File: config.mk
export PLATFORM = sky130hd
export DESIGN_NAME = uart_rx
export DESIGN_NICKNAME = d
export VERILOG_FILES = /design/src/rtl/uart_pkg.sv /design/src/rtl/uart_sync2.sv /design/src/rtl/uart_rx.sv
export SDC_FILE = /design/constraint.sdc
export NUM_CORES = 1
export LEC_CHECK = 0
export BUFFER_PORTS_ARGS = -buffer_cell sky130_fd_sc_hd__buf_4
export CORE_ASPECT_RATIO = 1.2
export CORE_UTILIZATION = 35
export DETAILED_ROUTE_END_ITERATION = 8
export PLACE_DENSITY = 0.48
export SLEW_MARGIN = 10
export SYNTH_ARGS = -nofsm -noshare
export SYNTH_HDL_FRONTEND = slang
export SYNTH_SLANG_ARGS = --single-unit
File: constraint.sdc
create_clock -name i_clk -period 4.8 [get_ports i_clk]
set_clock_uncertainty 0.15 [all_clocks]
set_input_delay 0.96 -clock i_clk [delete_from_list [all_inputs] [get_ports i_clk]]
set_output_delay 0.96 -clock i_clk [all_outputs]
set_load 0.02 [all_outputs]
File: src/rtl/uart_pkg.sv
// uart_pkg: shared UART constants and types, used by uart_rx and the transmitter.
// Holds the parity-mode codes, the receiver FSM state enum and the error-flag bundle.
package uart_pkg;

  // Parity modes selected by the CHECK parameter
  localparam int CHECK_NONE = 0;
  localparam int CHECK_ODD  = 1;
  localparam int CHECK_EVEN = 2;

  typedef enum logic [2:0] {
    ST_IDLE      = 3'd0,
    ST_DATA      = 3'd1,
    ST_CHECK     = 3'd2,
    ST_STOP      = 3'd3,
    ST_WAIT_HIGH = 3'd4
  } uart_state_e;

  typedef struct packed {
    logic perr;
    logic ferr;
  } uart_flags_t;

  // xr is the XOR of the data bits and the parity bit.
  function automatic logic parity_err(
    input int   mode,
    input logic xr
  );
    logic err;
    err = 1'b0;
    if (mode == CHECK_ODD)
      err = ~xr;
    else if (mode == CHECK_EVEN)
      err = xr;
    return err;
  endfunction

endpackage

File: src/rtl/uart_sync2.sv
// uart_sync2: two-flop synchronizer for the idle-high serial line.
// Ports: i_clk, i_rst (sync, active-high), i_d async in, o_q synced out.
module uart_sync2 (
  input  logic i_clk,
  input  logic i_rst,
  input  logic i_d,
  output logic o_q
);

  logic meta;

  // Both flops reset to 1 so the line looks idle
  always_ff @(posedge i_clk) begin
    if (i_rst) begin
      meta <= 1'b1;
      o_q  <= 1'b1;
    end else begin
      meta <= i_d;
      o_q  <= meta;
    end
  end

endmodule

File: src/rtl/uart_rx.sv
// uart_rx: bit-clocked UART receiver, one serial bit per i_clk, no oversampling.
// Params DATA_WIDTH (5..8), CHECK (0 none/1 odd/2 even), STOP_WIDTH (1..2).
// Ports: i_clk, i_rst (sync, active-high), i_rx serial in (idle high),
//   o_rx_data/o_rx_valid/i_rx_ready word handshake, o_parity_err and
//   o_frame_err flags of the presented word, o_overrun drop pulse.
// Define UART_RX_SYNC_EN to pass i_rx through uart_sync2 (+2 cycles latency).
module uart_rx
  import uart_pkg::*;
#(
  parameter int DATA_WIDTH = 8,
  parameter int CHECK      = 1,
  parameter int STOP_WIDTH = 1
) (
  input  logic                  i_clk,
  input  logic                  i_rst,
  input  logic                  i_rx,
  output logic [DATA_WIDTH-1:0] o_rx_data,
  output logic                  o_rx_valid,
  input  logic                  i_rx_ready,
  output logic                  o_parity_err,
  output logic                  o_frame_err,
  output logic                  o_overrun
);

  localparam logic [2:0] S_IDLE      = ST_IDLE;
  localparam logic [2:0] S_DATA      = ST_DATA;
  localparam logic [2:0] S_CHECK     = ST_CHECK;
  localparam logic [2:0] S_STOP      = ST_STOP;
  localparam logic [2:0] S_WAIT_HIGH = ST_WAIT_HIGH;

  localparam logic [2:0] DW_LAST = 3'(DATA_WIDTH - 1);
  localparam logic [2:0] SW_LAST = 3'(STOP_WIDTH - 1);
  localparam bit         HAS_CHK = (CHECK != CHECK_NONE);

  logic                  rx_s;
  logic [2:0]            state;
  logic [2:0]            cnt;
  logic [DATA_WIDTH-1:0] shreg;
  logic                  par_err;
  logic                  frm_err;
  logic                  stop_bad;

  logic                  done;
  logic [DATA_WIDTH-1:0] done_data;
  uart_flags_t           done_flags;
  uart_flags_t           out_flags;
  logic                  hs;

`ifdef UART_RX_SYNC_EN
  uart_sync2 u_sync (
    .i_clk (i_clk),
    .i_rst (i_rst),
    .i_d   (i_rx),
    .o_q   (rx_s)
  );
`else
  assign rx_s = i_rx;
`endif

  // Frame error so far, including the stop bit sampled this cycle
  assign stop_bad = frm_err | ~rx_s;

  // Frame FSM. The finished frame is staged in done_* on the edge that
  // samples the last stop bit; the output stage picks it up one edge later.
  always_ff @(posedge i_clk) begin
    if (i_rst) begin
      state      <= S_IDLE;
      cnt        <= '0;
      shreg      <= '0;
      par_err    <= 1'b0;
      frm_err    <= 1'b0;
      done       <= 1'b0;
      done_data  <= '0;
      done_flags <= '0;
    end else begin
      done <= 1'b0;
      unique case (1'b1)
        (state == S_IDLE): begin
          if (!rx_s) begin
            state   <= S_DATA;
            cnt     <= '0;
            par_err <= 1'b0;
            frm_err <= 1'b0;
          end
        end
        (state == S_DATA): begin
          shreg <= {shreg[DATA_WIDTH-2:0], rx_s};
          if (cnt == DW_LAST) begin
            cnt   <= '0;
            state <= HAS_CHK ? S_CHECK : S_STOP;
          end else begin
            cnt <= cnt + 3'd1;
          end
        end
        (state == S_CHECK): begin
          par_err <= parity_err(CHECK, (^shreg) ^ rx_s);
          cnt     <= '0;
          state   <= S_STOP;
        end
        (state == S_STOP): begin
          if (cnt == SW_LAST) begin
            done            <= 1'b1;
            done_data       <= shreg;
            done_flags.perr <= par_err;
            done_flags.ferr <= stop_bad;
            cnt             <= '0;
            state           <= stop_bad ? S_WAIT_HIGH : S_IDLE;
          end else begin
            frm_err <= stop_bad;
            cnt     <= cnt + 3'd1;
          end
        end
        (state == S_WAIT_HIGH): begin
          if (rx_s)
            state <= S_IDLE;
        end
        default: begin
          state <= S_IDLE;
        end
      endcase
    end
  end

  assign hs = o_rx_valid & i_rx_ready;

  // Output holding register: a new word loads only when the slot is free
  // or being emptied this cycle; otherwise it is dropped with a pulse.
  always_ff @(posedge i_clk) begin
    if (i_rst) begin
      o_rx_data  <= '0;
      out_flags  <= '0;
      o_rx_valid <= 1'b0;
      o_overrun  <= 1'b0;
    end else begin
      o_overrun <= 1'b0;
      if (done) begin
        if (!o_rx_valid || hs) begin
          o_rx_data  <= done_data;
          out_flags  <= done_flags;
          o_rx_valid <= 1'b1;
        end else begin
          o_overrun <= 1'b1;
        end
      end else if (hs) begin
        o_rx_valid <= 1'b0;
      end
    end
  end

  assign o_parity_err = out_flags.perr;
  assign o_frame_err  = out_flags.ferr;

endmodule

# Word level (Yosys, flattened, before mapping)
# Cells that the tools add are included.
[totals] regBits=39 word_cells=70 output_inout_bits=12 input_bits=4
[op_classes] n_mux=19 eq_ne=11 n_reduce_logical=18 bitwise_logic=7 addsub=1
[ops] operator="3-bit two-way mux" n=8
[ops] operator="3-bit case mux with 5 select lines" n=1
[ops] operator="3-bit case mux with 4 select lines" n=1
[ops] operator="2-bit AND reduction" n=5
[ops] operator="8-bit XOR reduction" n=1
[ops] operator="1-bit two-way mux" n=7
[ops] operator="3-bit by 2-bit == test with 1-bit output, second input constant" n=2
[ops] operator="3-bit == test, second input constant" n=2
[ops] operator="3-bit zero test" n=2
[ops] operator="2-bit by 1-bit != test with 1-bit output, second input constant" n=3
[ops] operator="2-bit != test, second input constant" n=3
[ops] operator="2-bit nonzero test" n=3
[ops] operator="1-bit NOT" n=4
[ops] operator="1-bit case mux with 2 select lines" n=2
[ops] operator="4-bit AND reduction" n=1
[ops] operator="4-bit nonzero test" n=1
[ops] operator="2-bit OR reduction" n=2
[ops] operator="3-bit by 1-bit adder with 3-bit output, second input constant" n=1
[ops] operator="3-bit by 1-bit == test with 1-bit output, second input constant" n=1
[ops] operator="3-bit AND reduction" n=1
[ops] operator="1-bit AND" n=1
[ops] operator="1-bit zero test" n=1
[ops] operator="1-bit logical OR" n=1
[ops] operator="1-bit bitwise OR" n=1
[ops] operator="1-bit bitwise XOR" n=1

# Logic depth before layout (Yosys ltp)
[depth] depth_word=5 mapped_depth=7 depth_no_buf=6

# Worst setup path before layout
# OpenSTA, ideal clock, no wires.
[synth_timing] path_kind="input to register" start="input i_rx" end="register par_err" arrival_time_ns=1.950 n_path_buf=1 slack_ns=2.609 stages=5 setup_ns=0.091 path_cell_list="buf_6 > xor2_1 > xnor3_1 > xnor2_1 > a311oi_1"
[synth_via] elab_chain_cells=3 word_cells_on_any_way=5 cone_classes="eq/ne: 1; mux: 1; bitwise: 2; reduce/logical: 1"
[synth_lines] item="from (decl)" line="uart_rx.sv:16" source="input logic i_rx,"
[synth_lines] item="1-bit bitwise XOR" line="uart_rx.sv:96" source="par_err <= parity_err(CHECK, (^shreg) ^ rx_s);"
[synth_lines] item="1-bit NOT" line="uart_pkg.sv:31" source="err = ~xr;"
[synth_lines] item="1-bit case mux with 2 select lines" line="uart_rx.sv:77" source="unique case (1'b1)"
[synth_lines] item="to (signal assigned)" line="uart_rx.sv:96"
[synth_lines] item="to (decl)" line="uart_rx.sv:39" source="logic par_err;"
# Parallel ways exist; a longest one is shown, timed or not.
# A chain may end at the register's enable or synchronous reset.

# Worst setup path in the final report
[layout_timing] start="input i_rx_ready" end="register o_rx_data[5]"
[layout_via] elab_chain_cells=3
[layout_lines] item="from (decl)" line="uart_rx.sv:19" source="input logic i_rx_ready,"
[layout_lines] item="1-bit AND" line="uart_rx.sv:124" source="assign hs = o_rx_valid & i_rx_ready;"
[layout_lines] item="1-bit logical OR" line="uart_rx.sv:137" source="if (!o_rx_valid || hs) begin"
[layout_lines] item="2-bit AND reduction (no source line)"
[layout_lines] item="to (signal assigned)" line="uart_rx.sv:138" source="o_rx_data <= done_data;"
[layout_lines] item="to (decl)" line="uart_rx.sv:17" source="output logic [DATA_WIDTH-1:0] o_rx_data,"
# No other way between the ends.

==> results.toml <==
[sta]
fmax_ghz = 0.438
rsz0062_at_grt = "false"
tightest_slew_ns = 1.15
setup_viol = 0
slew_headroom = 0.227
hold_violations = 0
fin_crit_sh = 0.476
hold-worst-slack_ns = 0.307
finalWorstSetupSlack_ns = 2.51
slew_viol_final = 0
fin_setup_tns_ns = 0
period_minus_slack_ns = 2.29

[drt]
drc = 0
wl_per_cell_microns = 12.5
vias_per_cell = 4.96
via_count = 1216
routed_wirelength_mm = 3.07
drt_iter0_markers = 65
ant_nets = 0
firstDrtPassIters = 4

[synth]
synthCells = 177
yosys.cell_types.count = 32
synth.avg_cell_area_sq_um = 8.96
syn-cell-area_sq_um = 1590
ys_seq_elements = 39
yosys_warnings = 0
synth_edf_count = 0
ys_seq_area_frac = 0.492
synth_ff_type = "dfxtp_1"
async_reset_ff_frac = 0
synth_nets = 184

[place]
dp_slack_ns = 2.17
gp_congestion = 0.757
io_buffers = 15
post-dp-hpwl_mm = 2.10

[setup_path]
worstPathRequired_ns = 4.82
r2r_cells = 4
crit_arrival_ns = 2.30
criticalPathCategory = "primary input to register"
worstSetupStartpointType = "primary input"
cp-end-kind = "register"
cp_max_fo = 10

[finish]
diodes = 0
drive_gt1_frac = 0.138
area_growth_pct = 15.6
mostFrequentLayoutCell = "dfxtp_1"
fin_nets = 195
final_cell_mix = "dfxtp_1 (39), nand2_1 (26), a21oi_1 (23)"

[cts]
ctsHtreeMaxLevel = 2
cts_setup_buffers = 0
clockBufferDepth = 2
cts.sinks = 39
clkSlewWorstSetupHoldPaths_ns = 0.07
cts_hold_buf = 0
insertion_delay_ns = 0.29
clockRootBuffer = "clkbuf_8"
cts_tree = "yes"
cts_inserted_buffers = 5
cts_resized = 0

[global_route]
track_usage = 0.142
grt_pass1_wl_mm = 5.26
grt_max_degree = 40
first_global_vias = 1147
overflow = 0
antenna_found_initial = 0

[floorplan]
fp.dieH_microns = 75.8
die_area_sq_um = 4810
dieWidth_microns = 63.5
rows = 26
core_sq_um = 4290
ios = 16
start_util = 0.369

[power]
vdd_ir_drop_max_uv = 133
p_leak_uw = 0.000763
powerDensity_nw_per_um2 = 348

[run_status]
status = "finished, final reports clean"

[job]
drv_cap = 0

[min_path]
min_path_cells = 2
hp-class = "register to register"
[flip-flops by register name, summed over array words and instances (netlist names)]
name / count
o_rx_data: 8
cnt: 3
state: 3
shreg: 8
frm_err: 1
done_flags: 2
done: 1
o_frame_err: 1
par_err: 1
o_parity_err: 1
done_data: 8
o_overrun: 1
o_rx_valid: 1
[power by group]
| group | switching, uW | total [uW] | leakage, uW | internal [uW] |
|---|---|---|---|---|
| logic | 19.9 | 30.5 | 0.000387 | 10.6 |
| registers | 3.68 | 330 | 0.000315 | 326 |
| clock network | 110 | 278 | 0.0000612 | 168 |
[synth_stat cells, types with 2 or more instances]
library cell  count  area share
dfxtp_1          39        0.49
nand2_1          26       0.062
a21oi_1          23       0.073
nor2_1           21       0.050
mux2i_1          11       0.069
o21ai_1           9       0.028
clkbuf_1          7       0.017
xnor2_1           4       0.022
buf_2             3      0.0095
ha_1              3       0.024
inv_1             3      0.0071
a22oi_1           2      0.0095
and3_1            2      0.0079
nand2b_1          2      0.0079
nand3_1           2      0.0063
nor2b_1           2      0.0079
nor3_1            2      0.0063
nor4b_1           2       0.011
[path summary, 6_finish.rpt]
check,start,to,slack [ns]
max,i_rx_ready,o_rx_data[5]$_SDFFE_PP0P_,2.51
max reg2reg,o_rx_valid$_SDFFE_PP0P_,o_rx_data[5]$_SDFFE_PP0P_,2.89
min,frm_err$_SDFFE_PP0P_,frm_err$_SDFFE_PP0P_,0.31
min reg2reg,frm_err$_SDFFE_PP0P_,frm_err$_SDFFE_PP0P_,0.31
[worst max-delay path, stage by stage]
cell,delay (ns)
buf_4,0.12
o21ai_1,0.88
mux2i_1,0.28
nor2_1,0.06
[through the flow]
step,instances,instance area (sq um),total power (uW),util
final,245,1830,639,0.427
after global routing,245,1830,665,0.427
after CTS,245,1830,647,0.427
after detailed placement,237,1720,368,0.400
after global placement,237,1720,367,0.400
after floorplan,177,1590,361,-
[cells by family (layout without fill, tap and decap cells)]
group / Yosys count / count (layout) / share of synthesized area
AO/OA/AOI/OAI: 40 / 40 / 0.141
multiplexers: 11 / 11 / 0.0694
AND/OR/NAND/NOR: 62 / 62 / 0.172
XOR/XNOR: 7 / 7 / 0.0591
buffers and inverters: 15 / 27 / 0.0426
flip-flops: 39 / 39 / 0.492
adder cells (fa/ha/maj): 3 / 3 / 0.0237
[area by class of cell]
cell class,count,area [sq um]
fill,453,2460
sequential,39,781
multi-input combinational,123,738
timing repair buffer,15,113
clock buffer,6,82.6
tap,56,70.1
clock inverter,2,35.0
inverter,4,15.0
[per-layer routing]
layer  global-route usage  vias to the layer above  part of all wire
met3               0.0284                        5             0.040
met5                    0                        -                 0
met1                0.166                      569              0.45
li1                     -                      618                 -
met2                0.236                       24              0.49
met4               0.0985                        0             0.022
Power figures use the tool's default switching activity.
